<file path="src/rtl/sim_ctrl_pkg.sv">
// ==========================================================================
// sim_ctrl_pkg : shared run-controller types and default constants. Rev 1.0
// ==========================================================================
`default_nettype none

package sim_ctrl_pkg;

  typedef enum logic [2:0] {
    ST_IDLE    = 3'd0,
    ST_PRE     = 3'd1,
    ST_ASSERT  = 3'd2,
    ST_RELEASE = 3'd3,
    ST_RUN     = 3'd4,
    ST_DRAIN   = 3'd5,
    ST_DONE    = 3'd6
  } run_state_t;

  localparam logic [31:0] DEF_MBOX_ADDR = 32'h0000_FFFC;
  localparam logic [31:0] DEF_PASS_CODE = 32'h0000_0001;

  // Condensed result encoding for software or LED readout.
  localparam logic [1:0] RES_NONE    = 2'd0;
  localparam logic [1:0] RES_PASS    = 2'd1;
  localparam logic [1:0] RES_FAIL    = 2'd2;
  localparam logic [1:0] RES_TIMEOUT = 2'd3;

endpackage

`default_nettype wire

</file>
<file path="src/rtl/sim_run_ctrl_stagger_release.sv">
// ==========================================================================
// stagger_release : per-channel staggered release of active-low core resets. Rev 1.0
// ==========================================================================
`default_nettype none

module stagger_release #(
  parameter int unsigned N_CH        = 1,
  parameter int unsigned STAGGER_CYC = 0
) (
  input  logic            clk,
  input  logic            reset,
  input  logic            rel_start,
  input  logic            hold_low,
  output logic [N_CH-1:0] core_resetn,
  output logic            rel_last
);

  localparam int unsigned REL_LAST = (N_CH - 1) * STAGGER_CYC;
  localparam int unsigned REL_W    = (REL_LAST > 0) ? $clog2(REL_LAST + 1) : 1;

  logic             active;
  logic [REL_W-1:0] rel_cnt;
  logic [N_CH-1:0]  rel_up;

  assign rel_last = active && (rel_cnt == REL_W'(REL_LAST));

  for (genvar k = 0; k < N_CH; k++) begin : g_ch
    if (k == 0) begin : g_first
      assign rel_up[k] = 1'b1;
    end else begin : g_rest
      assign rel_up[k] = (rel_cnt >= REL_W'(k * STAGGER_CYC));
    end
  end

  // Outputs lag the controlling state by one cycle so every pin is a flop.
  always_ff @(posedge clk or posedge reset) begin
    if (reset) begin
      active      <= 1'b0;
      rel_cnt     <= '0;
      core_resetn <= '1;
    end else begin
      if (rel_start) begin
        active  <= 1'b1;
        rel_cnt <= '0;
      end else if (rel_last) begin
        active  <= 1'b0;
      end else if (active) begin
        rel_cnt <= rel_cnt + REL_W'(1);
      end

      if (hold_low) begin
        core_resetn <= '0;
      end else if (active) begin
        core_resetn <= rel_up;
      end else begin
        core_resetn <= '1;
      end
    end
  end

endmodule

`default_nettype wire

</file>
<file path="src/rtl/sim_run_ctrl.sv">
// ==========================================================================
// sim_run_ctrl : core reset sequencing, run timing and mailbox/watchdog end-of-test. Rev 1.0
// ==========================================================================
`default_nettype none

module sim_run_ctrl
  import sim_ctrl_pkg::*;
#(
  parameter int unsigned       N_CH        = 1,
  parameter int unsigned       PRE_CYC     = 1,
  parameter int unsigned       ASSERT_CYC  = 2,
  parameter int unsigned       STAGGER_CYC = 0,
  parameter int unsigned       TIMEOUT_CYC = 100,
  parameter int unsigned       DRAIN_CYC   = 1,
  parameter int unsigned       ADDR_W      = 32,
  parameter int unsigned       DATA_W      = 32,
  parameter logic [ADDR_W-1:0] MBOX_ADDR   = ADDR_W'(DEF_MBOX_ADDR),
  parameter logic [DATA_W-1:0] PASS_CODE   = DATA_W'(DEF_PASS_CODE),
  parameter int unsigned       CNT_W       = 32
) (
  input  logic              clk,
  input  logic              reset,
  input  logic              start,
  input  logic              dmem_we,
  input  logic [ADDR_W-1:0] dmem_addr,
  input  logic [DATA_W-1:0] dmem_wdata,
  output logic [N_CH-1:0]   core_resetn,
  output logic              running,
  output logic              done,
  output logic              pass,
  output logic              timeout,
  output logic [DATA_W-1:0] mbox_code,
  output logic [CNT_W-1:0]  cycle_count
);

  if (N_CH < 1) begin : g_chk_nch
    $error("sim_run_ctrl: N_CH must be at least 1");
  end
  if (ASSERT_CYC < 1) begin : g_chk_assert
    $error("sim_run_ctrl: ASSERT_CYC must be at least 1");
  end
  if ((CNT_W < 32) && (TIMEOUT_CYC >= (32'd1 << CNT_W))) begin : g_chk_timeout
    $error("sim_run_ctrl: TIMEOUT_CYC does not fit in CNT_W");
  end

  run_state_t  state;
  run_state_t  state_nx;
  logic [31:0] phase_cnt;
  logic        start_ok;
  logic        mbox_hit;
  logic        wd_hit;
  logic        rel_start;
  logic        rel_last;

  assign start_ok = start && ((state == ST_IDLE) || (state == ST_DONE));
  assign mbox_hit = (state == ST_RUN) && dmem_we && (dmem_addr == MBOX_ADDR);
  assign wd_hit   = (TIMEOUT_CYC != 0) && (state == ST_RUN) &&
                    (cycle_count == CNT_W'(TIMEOUT_CYC - 1));

  always_ff @(posedge clk or posedge reset) begin
    if (reset) begin
      state <= ST_IDLE;
    end else begin
      state <= state_nx;
    end
  end

  always_comb begin
    state_nx  = state;
    rel_start = 1'b0;
    case (state)
      ST_IDLE, ST_DONE: begin
        if (start) state_nx = ST_PRE;
      end
      ST_PRE: begin
        if ((phase_cnt + 32'd1) >= PRE_CYC) state_nx = ST_ASSERT;
      end
      ST_ASSERT: begin
        if ((phase_cnt + 32'd1) >= ASSERT_CYC) begin
          state_nx  = ST_RELEASE;
          rel_start = 1'b1;
        end
      end
      ST_RELEASE: begin
        if (rel_last) state_nx = ST_RUN;
      end
      ST_RUN: begin
        if (mbox_hit || wd_hit) state_nx = ST_DRAIN;
      end
      ST_DRAIN: begin
        if ((phase_cnt + 32'd1) >= DRAIN_CYC) state_nx = ST_DONE;
      end
      default: state_nx = ST_IDLE;
    endcase
  end

  // Dwell counter for the fixed-length phases; restarts on every transition.
  always_ff @(posedge clk or posedge reset) begin
    if (reset) begin
      phase_cnt <= '0;
    end else if (state_nx != state) begin
      phase_cnt <= '0;
    end else if (state inside {ST_PRE, ST_ASSERT, ST_DRAIN}) begin
      phase_cnt <= phase_cnt + 32'd1;
    end
  end

  stagger_release #(
    .N_CH        (N_CH),
    .STAGGER_CYC (STAGGER_CYC)
  ) u_stagger (
    .clk         (clk),
    .reset       (reset),
    .rel_start   (rel_start),
    .hold_low    (state == ST_ASSERT),
    .core_resetn (core_resetn),
    .rel_last    (rel_last)
  );

  // Mailbox has priority over the watchdog when both fire in one cycle.
  always_ff @(posedge clk or posedge reset) begin
    if (reset) begin
      running     <= 1'b0;
      done        <= 1'b0;
      pass        <= 1'b0;
      timeout     <= 1'b0;
      mbox_code   <= '0;
      cycle_count <= '0;
    end else begin
      running <= (state == ST_RUN);
      done    <= (state == ST_DONE);
      if (start_ok) begin
        pass        <= 1'b0;
        timeout     <= 1'b0;
        mbox_code   <= '0;
        cycle_count <= '0;
      end else if (state == ST_RUN) begin
        if (cycle_count != '1) begin
          cycle_count <= cycle_count + CNT_W'(1);
        end
        if (mbox_hit) begin
          mbox_code <= dmem_wdata;
          pass      <= (dmem_wdata == PASS_CODE);
        end else if (wd_hit) begin
          timeout <= 1'b1;
          pass    <= 1'b0;
        end
      end
    end
  end

endmodule

`default_nettype wire

</file>
<file path="config.mk">
export PLATFORM = sky130hd
export DESIGN_NAME = sim_run_ctrl
export DESIGN_NICKNAME = d
export VERILOG_FILES = /design/src/rtl/sim_ctrl_pkg.sv /design/src/rtl/sim_run_ctrl_stagger_release.sv /design/src/rtl/sim_run_ctrl.sv
export SDC_FILE = /design/constraint.sdc
export NUM_CORES = 1
export LEC_CHECK = 0
export ABC_AREA = 1
export BUFFER_PORTS_ARGS = -buffer_cell sky130_fd_sc_hd__buf_2
export CORE_MARGIN = 1.5
export CORE_UTILIZATION = 58
export CTS_BUF_LIST = sky130_fd_sc_hd__clkbuf_4 sky130_fd_sc_hd__clkbuf_8
export DETAILED_ROUTE_END_ITERATION = 8
export GPL_ROUTABILITY_DRIVEN = 0
export PLACE_DENSITY = 0.81
export SYNTH_ARGS = -nofsm -noshare
export SYNTH_HDL_FRONTEND = slang
export SYNTH_SLANG_ARGS = --single-unit
</file>
<file path="constraint.sdc">
create_clock -name clk -period 4.5 [get_ports clk]
set_input_delay 0.225 -clock clk [delete_from_list [all_inputs] [get_ports clk]]
set_output_delay 0.225 -clock clk [all_outputs]
set_load 0.005 [all_outputs]
</file>
==> metrics.txt <==
# TYPE chip_impl_metric gauge
chip_impl_info{name="tritoncts",value="done"} 1
chip_impl_metric{name="dieHeight",unit="µm"} 109.7
chip_impl_metric{name="clock_buffers_created_by_tritoncts",unit=""} 9
chip_impl_metric{name="synthSimpleGateAreaFrac",unit="%"} 39.12
chip_impl_metric{name="power.combinational.fraction",unit="%"} 40.3
chip_impl_info{name="setup.worst_path.end_class",value="flop"} 1
chip_impl_metric{name="postLayoutSetupSlackWorst",unit="ns"} 1.398
chip_impl_metric{name="dp.final_hpwl",unit="mm"} 12.43
chip_impl_metric{name="maxSlewViolCount",unit=""} 0
chip_impl_info{name="synth_top_cell_by_area",value="sky130_fd_sc_hd__dfrtp_1"} 1
chip_impl_metric{name="synth_async_sr_flop_share",unit="%"} 100.0
chip_impl_metric{name="layout-drive-gt1-share",unit="%"} 21.43
chip_impl_metric{name="arrival",unit="ns"} 3.41
chip_impl_metric{name="internal_power",unit="mW"} 1.711
chip_impl_metric{name="power_leakage",unit="nW"} 3.848
chip_impl_metric{name="core_region_area",unit="mm²"} 0.01098
chip_impl_metric{name="cts_htree_levels",unit=""} 3
chip_impl_info{name="synth.top_cells.by_count",value="sky130_fd_sc_hd__nand2_1, sky130_fd_sc_hd__inv_1, sky130_fd_sc_hd__dfrtp_1"} 1
chip_impl_metric{name="synthDominantCellAreaShare",unit="%"} 39.77
chip_impl_metric{name="ios",unit=""} 137
chip_impl_metric{name="die_w",unit="µm"} 109.7
chip_impl_metric{name="synth-compound-area-share",unit="%"} 7.593
chip_impl_metric{name="power.density",unit="mW/mm²"} 401.1
chip_impl_metric{name="post-route-util",unit="%"} 69.22
chip_impl_metric{name="initial_core_utilization",unit="%"} 60.16
chip_impl_metric{name="clock_tree.buffer_depth",unit=""} 2
chip_impl_metric{name="drt_iter0_markers",unit=""} 526
chip_impl_metric{name="clock_skew",unit="ns"} 0.006314
chip_impl_metric{name="critPathRequiredTime",unit="ns"} 4.81
chip_impl_metric{name="grt_pass1_wl",unit="mm"} 27.50
chip_impl_metric{name="power_switching",unit="mW"} 1.339
chip_impl_metric{name="post-route-drc-count",unit=""} 0
chip_impl_metric{name="antenna_violations_before_repair",unit=""} 0
chip_impl_metric{name="floorplan.rows",unit=""} 38
chip_impl_metric{name="synthesis_to_layout_area_growth",unit="%"} 15.05
chip_impl_metric{name="drt-pass1-iter-count",unit=""} 5
chip_impl_metric{name="grt_usage",unit="%"} 29.27
chip_impl_info{name="main_combinational_cell_family_by_area_after_synthesis",value="simple AND/OR/NAND/NOR gates"} 1
chip_impl_metric{name="final_antenna_net_count",unit=""} 0
chip_impl_metric{name="post_synth_instance_area",unit="mm²"} 0.006608
chip_impl_metric{name="cts-hold-fix-buffers",unit=""} 0
chip_impl_info{name="worst_setup_path_start_kind",value="flop"} 1
chip_impl_metric{name="p_total",unit="mW"} 3.049
chip_impl_info{name="crit_chain",value="ha_1 -> nand2_1 -> nor3_1 -> nand2_1 -> nor4_1 -> a21oi_1 -> nor2_1 -> inv_1 -> o21ai_0"} 1
chip_impl_info{name="min-delay-path-class",value="in -> async"} 1
chip_impl_metric{name="power.share.sequential",unit="%"} 36.7
chip_impl_metric{name="via_count_of_the_first_global_routing_pass",unit=""} 5803
chip_impl_metric{name="power.ir.vdd_worst",unit="mV"} 0.5014
chip_impl_metric{name="synth.area.mux_share",unit="%"} 0
chip_impl_info{name="synth_top_flop_cell",value="sky130_fd_sc_hd__dfrtp_1"} 1
chip_impl_metric{name="synth_warnings",unit=""} 0
chip_impl_metric{name="maxCapViolations",unit=""} 0
chip_impl_metric{name="nNetsFinal",unit=""} 1104
chip_impl_metric{name="share_of_synthesized_cell_area_in_full_adder_half_adder_and_majority_cells",unit="%"} 0.9468
chip_impl_metric{name="place_ws",unit="ns"} 1.456
chip_impl_metric{name="clock_power_share",unit="%"} 23.0
chip_impl_metric{name="timing.setup.tns",unit="ns"} 0
chip_impl_metric{name="routed_wire_length_per_instance",unit="µm"} 14.16
chip_impl_metric{name="die-area",unit="mm²"} 0.01204
chip_impl_metric{name="drt_wl_total",unit="mm"} 16.65
chip_impl_info{name="grt_setup_unrepaired",value="no"} 1
chip_impl_metric{name="post-route-min-period",unit="ns"} 3.102
chip_impl_metric{name="worst_skew_pair.late_latency",unit="ns"} 0.39
chip_impl_metric{name="finalCritPeriodShare",unit="%"} 68.94
chip_impl_metric{name="grt.overflow.total",unit=""} 0
chip_impl_info{name="root_buffer",value="sky130_fd_sc_hd__clkbuf_8"} 1
chip_impl_metric{name="count_of_distinct_cell_types_in_the_synthesized_netlist",unit=""} 39
chip_impl_metric{name="worstPathBufferInverterCount",unit=""} 1
chip_impl_metric{name="multiInputGateArea",unit="mm²"} 0.003357
chip_impl_metric{name="clock_sink_count",unit=""} 106
chip_impl_metric{name="measured_slew_at_the_worst_slew_check_pin",unit="ns"} 0.9120
chip_impl_metric{name="synthCells",unit=""} 906
chip_impl_info{name="status",value="completed"} 1
chip_impl_metric{name="syn_avg_cell_area",unit="µm²"} 7.293
chip_impl_metric{name="number_of_buffers_inserted_to_repair_setup_after_cts",unit=""} 0
chip_impl_metric{name="dr_total_vias",unit=""} 6360
chip_impl_info{name="cpMostUsedCell",value="sky130_fd_sc_hd__nand2_1"} 1
chip_impl_info{name="synth_top_cells_by_area",value="sky130_fd_sc_hd__dfrtp_1, sky130_fd_sc_hd__nand2_1, sky130_fd_sc_hd__nand3_1"} 1
chip_impl_metric{name="syn_nets",unit=""} 979
chip_impl_metric{name="hold_violations",unit=""} 0
chip_impl_metric{name="worstPathMaxFanout",unit=""} 11
chip_impl_metric{name="count_of_state_elements_after_synthesis",unit=""} 106
chip_impl_metric{name="max_freq",unit="MHz"} 322.3
chip_impl_metric{name="ys_seq_area_share",unit="%"} 40.16
chip_impl_info{name="path_delay_family",value="simple AND/OR/NAND/NOR gates"} 1
chip_impl_info{name="path_class",value="reg -> reg"} 1
chip_impl_metric{name="maxSlewHeadroom",unit="%"} 39.20
chip_impl_metric{name="switching_portion_of_total_power",unit="%"} 43.90
chip_impl_metric{name="placement.io_buffers",unit=""} 136
chip_impl_metric{name="antenna_cells",unit=""} 0
chip_impl_metric{name="cts_resized",unit=""} 0
chip_impl_metric{name="drt-vias-per-instance",unit=""} 5.408
chip_impl_metric{name="n_fill_cell",unit=""} 975
chip_impl_metric{name="finalSetupViolations",unit=""} 0
chip_impl_metric{name="synth_xor_area_share",unit="%"} 3.049
chip_impl_metric{name="critPathMaxStageDelay",unit="ns"} 0.67
chip_impl_metric{name="grt_start_max_net_pins",unit=""} 75
chip_impl_info{name="yosys.cell_count.top_type",value="sky130_fd_sc_hd__nand2_1"} 1
chip_impl_metric{name="synth_edf_count",unit=""} 0
chip_impl_metric{name="seq_area",unit="mm²"} 0.002654
chip_impl_metric{name="clk_slew_on_worst_s_h_paths",unit="ns"} 0.11
chip_impl_info{name="cpMaxStageDelayCell",value="sky130_fd_sc_hd__nor2_1"} 1
## area by class of cell
| type | instances | share of cell area [%] |
|---|---|---|
| multi-input cells | 651 | 44.16 |
| flip-flops and latches | 106 | 34.91 |
| repair buffers | 142 | 9.546 |
| inverters | 121 | 6.007 |
| well taps | 140 | 2.304 |
| clock buffers | 10 | 1.728 |
| clock inverters | 6 | 1.350 |
## layer usage
| layer | wire length (µm) | up-vias | part of all wire, % | global-route usage, % |
|---|---|---|---|---|
| met5 | 0 | - | 0 | 0 |
| met4 | 278 | 0 | 1.7 | 8.813 |
| met3 | 1174 | 30 | 7.1 | 5.691 |
| met2 | 7874 | 244 | 47 | 47.43 |
| met1 | 7324 | 2933 | 44 | 39.72 |
| li1 | - | 3153 | - | - |
## worst paths after layout
check                                   to  slack [ns]  cells after the start      startpoint
max                         cycle_count[1]        1.40                      9  cycle_count[0]
min                        cycle_count[25]        0.04                      2           reset
max reg2reg                 cycle_count[1]        1.40                      9  cycle_count[0]
min reg2reg                           done        0.49                      1        state[0]
max in group asynchronous    phase_cnt[11]        3.50                      3           reset
min in group clk              mbox_code[9]        0.07                      3   dmem_wdata[9]
## cell usage in the layout, fill, tap and decap left out, types with 3 or more instances in the layout
cell                       count
sky130_fd_sc_hd__nor2_1      104
sky130_fd_sc_hd__nand4_1      23
sky130_fd_sc_hd__clkinv_1      3
sky130_fd_sc_hd__nand2_2       8
sky130_fd_sc_hd__dfrtp_1     105
sky130_fd_sc_hd__buf_2       136
sky130_fd_sc_hd__nand2_1     216
sky130_fd_sc_hd__o21ai_0      63
sky130_fd_sc_hd__o31ai_1       8
sky130_fd_sc_hd__nor4_1       13
sky130_fd_sc_hd__xor2_1       16
sky130_fd_sc_hd__nor2_2       17
sky130_fd_sc_hd__clkbuf_8      9
sky130_fd_sc_hd__nor3_1       16
sky130_fd_sc_hd__nand3b_1      5
sky130_fd_sc_hd__nor2_8        3
sky130_fd_sc_hd__inv_8         3
sky130_fd_sc_hd__a21oi_1      13
sky130_fd_sc_hd__inv_1       115
sky130_fd_sc_hd__ha_1          5
sky130_fd_sc_hd__nor2_4       24
sky130_fd_sc_hd__nand3_2       3
sky130_fd_sc_hd__buf_4         6
sky130_fd_sc_hd__xnor2_1       7
sky130_fd_sc_hd__nand3_1      90
sky130_fd_sc_hd__nand2_4       3
## sequential cells by signal, summed over array words and instances, names as in the netlist
register               flops
cycle_count               32
running                    1
mbox_code                 32
timeout                    1
u_stagger.active           1
u_stagger.rel_cnt          1
pass                       1
u_stagger.core_resetn      1
state                      3
done                       1
phase_cnt                 32
## metrics by stage
step,cell area (µm²),instances,hold WS [ns]
2_1_floorplan,6608,906,0.3698
3_3_place_gp,7368,1160,0.4613
3_5_place_dp,7368,1160,0.4673
4_1_cts,7602,1176,0.05164
5_1_grt,7602,1176,0.06154
6_report,7602,1176,0.03539
## cell families (layout without fill, tap and decap cells)
family / Yosys count / after routing
AO/OA/AOI/OAI: 92 / 92
AND/OR/NAND/NOR: 531 / 531
adder cells (fa/ha/maj): 5 / 5
XOR/XNOR: 23 / 23
flip-flops: 106 / 106
buffers and inverters: 149 / 279
## power groups by stage
stage / Sequential [mW] / Clock, mW / Combinational, mW
6_report: 1.12 / 0.701 / 1.23
4_1_cts: 1.12 / 0.709 / 1.23
5_1_grt: 1.13 / 0.751 / 1.38
2_1_floorplan: 1.11 / 0 / 1.08
3_3_place_gp: 1.13 / 0 / 1.21
3_5_place_dp: 1.13 / 0 / 1.23
No activity file was read; power rests on OpenSTA's default activity.
